$ cat config.mk
export PLATFORM = sky130hd
export DESIGN_NAME = spi_aes_master
export DESIGN_NICKNAME = d
export VERILOG_FILES = /design/src/rtl/spi_aes_master.sv
export SDC_FILE = /design/constraint.sdc
export NUM_CORES = 1
export LEC_CHECK = 0
export ABC_AREA = 1
export ABC_CLOCK_PERIOD_IN_PS = 3600
export CORE_UTILIZATION = 55
export DETAILED_ROUTE_END_ITERATION = 12
export GPL_ROUTABILITY_DRIVEN = 0
export PLACE_DENSITY = 0.95
export SYNTH_ARGS = -nofsm -noshare
export SYNTH_HDL_FRONTEND = slang
export SYNTH_SLANG_ARGS = --single-unit
$ cat constraint.sdc
create_clock -name clk -period 3.6 [get_ports clk]
set_clock_uncertainty 0.2 [all_clocks]
set_input_delay 0.54 -clock clk [delete_from_list [all_inputs] [get_ports clk]]
set_output_delay 0.54 -clock clk [all_outputs]
set_load 0.02 [all_outputs]
$ cat src/rtl/spi_aes_master.sv
// spi_aes_master: initiator side of the serial AES link.
//   Accepts a parallel key and ciphertext block on a single-cycle start and
//   sends them LSB-first as one frame: block[0..127] first, then key[0..N-1].
//   After a fixed compute window it shifts in the 128-bit result and presents
//   it in parallel with a one-cycle done pulse. One transaction at a time.
// Parameters: N (key width, frame = 128+N bits), WAIT_CYCLES (>= 1, cycles
//   between the last outbound bit and the first result sample).
// Ports:
//   clk, reset      system/bit clock, synchronous active-high reset
//   start           request, honoured only in IDLE
//   key, block      operands, sampled on the accepted start cycle
//   miso            serial result from the peripheral (sampled on posedge)
//   mosi            serial data to the peripheral
//   cs_n, spi_en    frame select (active low) and peripheral enable
//   busy, done      transaction in flight / one-cycle result-valid pulse
//   result          decrypted block, held until the next completed frame
// Optional: define SPI_AES_MASTER_FRAMECNT_EN to add frame_count[15:0], a
//   wrapping count of completed frames.
module spi_aes_master #(
  parameter int unsigned N           = 128,
  parameter int unsigned WAIT_CYCLES = 22
) (
  input  logic           clk,
  input  logic           reset,
  input  logic           start,
  input  logic [N-1:0]   key,
  input  logic [127:0]   block,
  input  logic           miso,
  output logic           mosi,
  output logic           cs_n,
  output logic           spi_en,
  output logic           busy,
  output logic           done,
  output logic [127:0]   result
`ifdef SPI_AES_MASTER_FRAMECNT_EN
  ,
  output logic [15:0]    frame_count
`endif
);

  localparam int unsigned RES_W   = 128;
  localparam int unsigned BLK_W   = 128;
  localparam int unsigned FRAME_W = BLK_W + N;
  localparam int unsigned CNT_W   = $clog2(FRAME_W + WAIT_CYCLES + RES_W);

  typedef enum logic [2:0] {
    S_IDLE, S_PRE, S_SHIFT_OUT, S_WAIT, S_SHIFT_IN, S_DONE
  } state_e;

  state_e               state_q, state_d;
  logic [CNT_W-1:0]     cnt_q, cnt_d;
  logic [FRAME_W-1:0]   shreg_q, shreg_d;
  logic [RES_W-1:0]     cap_q, cap_d;
  logic [RES_W-1:0]     result_q, result_d;
  logic                 mosi_q, mosi_d;
  logic                 cs_n_q, cs_n_d;
  logic                 spi_en_q, spi_en_d;
  logic                 busy_q, busy_d;
  logic                 done_q, done_d;

  logic so_last, wt_last, si_last;

  assign so_last = (cnt_q == CNT_W'(FRAME_W - 1));
  assign wt_last = (cnt_q == CNT_W'(WAIT_CYCLES - 1));
  assign si_last = (cnt_q == CNT_W'(RES_W - 1));

  // State register
  always_ff @(posedge clk) begin
    if (reset) state_q <= S_IDLE;
    else       state_q <= state_d;
  end

  // Next-state logic
  always_comb begin
    state_d = state_q;
    unique case (state_q)
      S_IDLE:      if (start)   state_d = S_PRE;
      S_PRE:                    state_d = S_SHIFT_OUT;
      S_SHIFT_OUT: if (so_last) state_d = S_WAIT;
      S_WAIT:      if (wt_last) state_d = S_SHIFT_IN;
      S_SHIFT_IN:  if (si_last) state_d = S_DONE;
      S_DONE:                   state_d = S_IDLE;
      default:                  state_d = S_IDLE;
    endcase
  end

  // Output decode from the next state so the registered pins line up with state_q
  always_comb begin
    mosi_d   = 1'b0;
    cs_n_d   = 1'b1;
    spi_en_d = 1'b0;
    busy_d   = 1'b0;
    done_d   = 1'b0;
    unique case (state_d)
      S_PRE, S_WAIT, S_SHIFT_IN: begin
        cs_n_d   = 1'b0;
        spi_en_d = 1'b1;
        busy_d   = 1'b1;
      end
      S_SHIFT_OUT: begin
        cs_n_d   = 1'b0;
        spi_en_d = 1'b1;
        busy_d   = 1'b1;
        mosi_d   = shreg_q[0];
      end
      S_DONE: begin
        busy_d = 1'b1;
        done_d = 1'b1;
      end
      default: ;
    endcase
  end

  // Datapath next values
  always_comb begin
    cnt_d    = '0;
    shreg_d  = shreg_q;
    cap_d    = cap_q;
    result_d = result_q;
    // counting states only exit on their terminal count, so staying put means count on
    if ((state_d == state_q) &&
        (state_q == S_SHIFT_OUT || state_q == S_WAIT || state_q == S_SHIFT_IN))
      cnt_d = cnt_q + CNT_W'(1);
    if (state_q == S_IDLE && start)
      shreg_d = {key, block};
    else if (state_d == S_SHIFT_OUT)
      shreg_d = shreg_q >> 1;
    // first received bit ends up in bit 0 after 128 right shifts
    if (state_q == S_SHIFT_IN)
      cap_d = {miso, cap_q[RES_W-1:1]};
    if (state_q == S_SHIFT_IN && state_d == S_DONE)
      result_d = cap_d;
  end

  // Datapath and output registers
  always_ff @(posedge clk) begin
    if (reset) begin
      cnt_q    <= '0;
      shreg_q  <= '0;
      cap_q    <= '0;
      result_q <= '0;
      mosi_q   <= 1'b0;
      cs_n_q   <= 1'b1;
      spi_en_q <= 1'b0;
      busy_q   <= 1'b0;
      done_q   <= 1'b0;
    end else begin
      cnt_q    <= cnt_d;
      shreg_q  <= shreg_d;
      cap_q    <= cap_d;
      result_q <= result_d;
      mosi_q   <= mosi_d;
      cs_n_q   <= cs_n_d;
      spi_en_q <= spi_en_d;
      busy_q   <= busy_d;
      done_q   <= done_d;
    end
  end

  assign mosi   = mosi_q;
  assign cs_n   = cs_n_q;
  assign spi_en = spi_en_q;
  assign busy   = busy_q;
  assign done   = done_q;
  assign result = result_q;

`ifdef SPI_AES_MASTER_FRAMECNT_EN
  logic [15:0] fcnt_q, fcnt_d;

  // Completed-frame counter; wraps naturally at 16 bits
  always_comb begin
    fcnt_d = fcnt_q;
    if (state_q == S_DONE) fcnt_d = fcnt_q + 16'(1);
  end

  always_ff @(posedge clk) begin
    if (reset) fcnt_q <= '0;
    else       fcnt_q <= fcnt_d;
  end

  assign frame_count = fcnt_q;
`endif

endmodule

==> out/metrics.cfg <==
[sta]
whs_ns=0.125
fin_crit_sh=0.801
rsz0062_at_grt=false
hold_viol=0
max_freq_mhz=347
fin_crit_ns=2.88
fin_tns_setup_ns=0
maxSlewHeadroom=0.304
setup_violations=0
maxSlewViolCount=0
worstMarginPinSlew_ns=1.04

[cts]
cts_buffer_depth=3
htree_levels=2
holdBufCountCts=0
cts_resized=0
clock_sinks=528
clockRootBuffer=clkbuf_16
cts_setup_buffers=0
cts_buffers=51
cts_tree=yes
insertion_delay_ns=0.60
cts.clk_slew.worst_paths_ns=0.07

[critical_path]
crit_required_ns=3.84
startpoint=cnt_q[0]
timing.rr.start=cnt_q[0]
arrival_ns=3.12
cp_max_fo=104
crit_path_end=shreg_q[75]
r2r_cells=14
r2r-end=shreg_q[75]
ff2ff_setup_slack_ns=0.72
start_kind=flop
path_class=reg2reg
crit_path_end_kind=flop

[drt]
wirelength_um=61000
avgRoutedWirePerCell_um=16.0
drc=0
ant_nets=0
vias=21100
via_per_inst=5.52
drt_first_pass_iters=6
drtIter0Drc=2141

[floorplan]
start_util=0.560
die_y_um=201
die_x_um=201
core_area_sq_um=38900
ios=393
num_rows=72
die_area_sq_um=40400

[yosys]
syn_inst=3023
syn_nets=3286
synth.avg_cell_area_sq_um=7.21
syn_area_sq_um=21800
ys_types=24
yosysWarnings=0
ys_seq_elements=528
seq_area_frac_synth=0.485

[power]
p_sw_mw=3.39
ir_drop_mv=0.460
swShare=0.259
p_int_mw=9.72
p_leak_nw=11.7
power.density_nw_per_um2=479
seqPwrFrac=0.469
pwr-share-clk=0.408
comb_power_share=0.123

[finish]
final_nets=3520
fillers=2768
area_growth_pct=25.6
fin_util=0.704
instances_no_fill=3815
drive_above_1_share=0.0367

[placement]
dpl.hpwl_um=36200
io_buffers=392
dp.cells=3722

[global_routing]
grt-ovfl-total=0
antenna_found_initial=3
grt_first_pass_wirelength_um=97200
grt_max_degree=191
grtUsageTotal=0.290
first_global_vias=19600

[flow_run]
maxCapViolCount=0

[hold_path]
hold_path_class=in2reg

[status]
run_status=completed

cells in the mapped netlist:
| cell type | n | share of area |
|---|---|---|
| nand3_1 | 261 | 0.060 |
| a21oi_1 | 261 | 0.060 |
| clkbuf_1 | 141 | 0.024 |
| a31oi_1 | 1 | 0.00029 |
| nor2_2 | 2 | 0.00057 |
| o21ai_1 | 1 | 0.00023 |
| buf_2 | 74 | 0.017 |
| buf_4 | 22 | 0.0076 |
| mux2i_1 | 127 | 0.058 |
| nor4_1 | 1 | 0.00029 |
| xor2_1 | 3 | 0.0012 |
| nor3_1 | 4 | 0.00092 |
| dfxtp_1 | 528 | 0.48 |
| nand3b_1 | 1 | 0.00034 |
| ha_1 | 3 | 0.0017 |
| inv_1 | 15 | 0.0026 |
| o21ai_0 | 131 | 0.030 |
| inv_2 | 3 | 0.00052 |
| nand4_4 | 1 | 0.00098 |
| nor2_1 | 401 | 0.069 |
| buf_1 | 3 | 0.00052 |
| nand2_2 | 1 | 0.00029 |
| nand2_1 | 1037 | 0.18 |
| o21bai_1 | 1 | 0.00034 |
kinds of logic after synthesis:
kind of cell	synth area share
DFF	0.485
xor gates and xnor gates	0.00121
AOI/OAI and AO/OA	0.0908
adders and majority gates	0.00172
and+or+nand+nor	0.311
muxes	0.0583
buffers and inverters	0.0524
power by group through the flow:
stage	Combinational, mW	Clock (mW)	Sequential (mW)
floorplan	1.07	0	6.25
global placement	1.57	0	6.26
detailed placement	1.58	0	6.27
CTS	1.61	5.40	6.14
global route	1.80	5.64	6.17
finish	1.62	5.35	6.15
stage by stage:
step | total power [mW] | instance area, sq um | worst slack (ns)
floorplan | 7.32 | 21800 | 1.32
global placement | 7.83 | 25700 | 0.852
detailed placement | 7.86 | 25700 | 0.779
CTS | 13.1 | 27400 | 0.737
global route | 13.6 | 27400 | 0.518
finish | 13.1 | 27400 | 0.717
placed cells by master, fill, tap and decap left out, drive strengths merged:
cell type and count:
inv 20, nand3b 1, a31oi 1, nand2 1038, nand3 261, xor2 3
clkbuf 72, a21oi 261, nor2 403, dfxtp 528, nor3 4, clkinv 12
buf 30, mux2i 127, clkinvlp 2, o21bai 1, nand4 1, clkdlybuf4s50 391
o21ai 132, diode 2, bufinv 3, ha 3, nor4 1
sequential cells by signal, indices dropped and copies added (netlist names):
name / cells
cs_n: 1
state_q: 3
cnt_q: 9
result: 128
shreg_q: 256
cap_q: 127
mosi: 1
done: 1
busy: 1
spi_en: 1
worst max-delay path, cell delays in order (launching register included):
cell and delay (ns):
dfxtp_1 0.41, ha_1 0.19, nand2_1 0.08, nor2_1 0.30
nand2_1 0.13, nor2_1 0.13, ha_1 0.16, nand2_1 0.05
nor2_1 0.12, nor2_2 0.08, nand4_4 0.19, nand2_4 0.11
buf_12 0.23, nand2_1 0.17, a21oi_1 0.09
layout make-up:
class,instances,area [sq um],area share
clock buffers,72,1460,0.0532
well taps,518,648,0.0237
multi-input cells,2237,10100,0.370
diodes,2,5.00,0.000183
inverters,18,76.3,0.00279
flip-flops and latches,528,10600,0.386
repair buffers,421,4310,0.157
clock inverters,19,198,0.00722
how the worst min path moves through the flow:
| stage | startpoint | to | slack, ns | depth (start not counted) |
|---|---|---|---|---|
| floorplan | cap_q[1] | cap_q[1] | 0.22 | 2 |
| global placement | cap_q[1] | cap_q[1] | 0.23 | 2 |
| detailed placement | result[127] | result[127] | 0.24 | 2 |
| CTS | reset | result[125] | 0.1 | 2 |
| global route | reset | result[11] | 0.13 | 2 |
| finish | reset | result[125] | 0.12 | 2 |
per-layer routing:
metal  share of wire  routed length, um  GRT usage
met1            0.39              23600      0.346
met3           0.091               5530     0.0752
met5         0.00021                 13          0
met4           0.051               3110      0.161
met2            0.47              28800      0.477
Note: power is estimated with default switching activity, not from simulation.
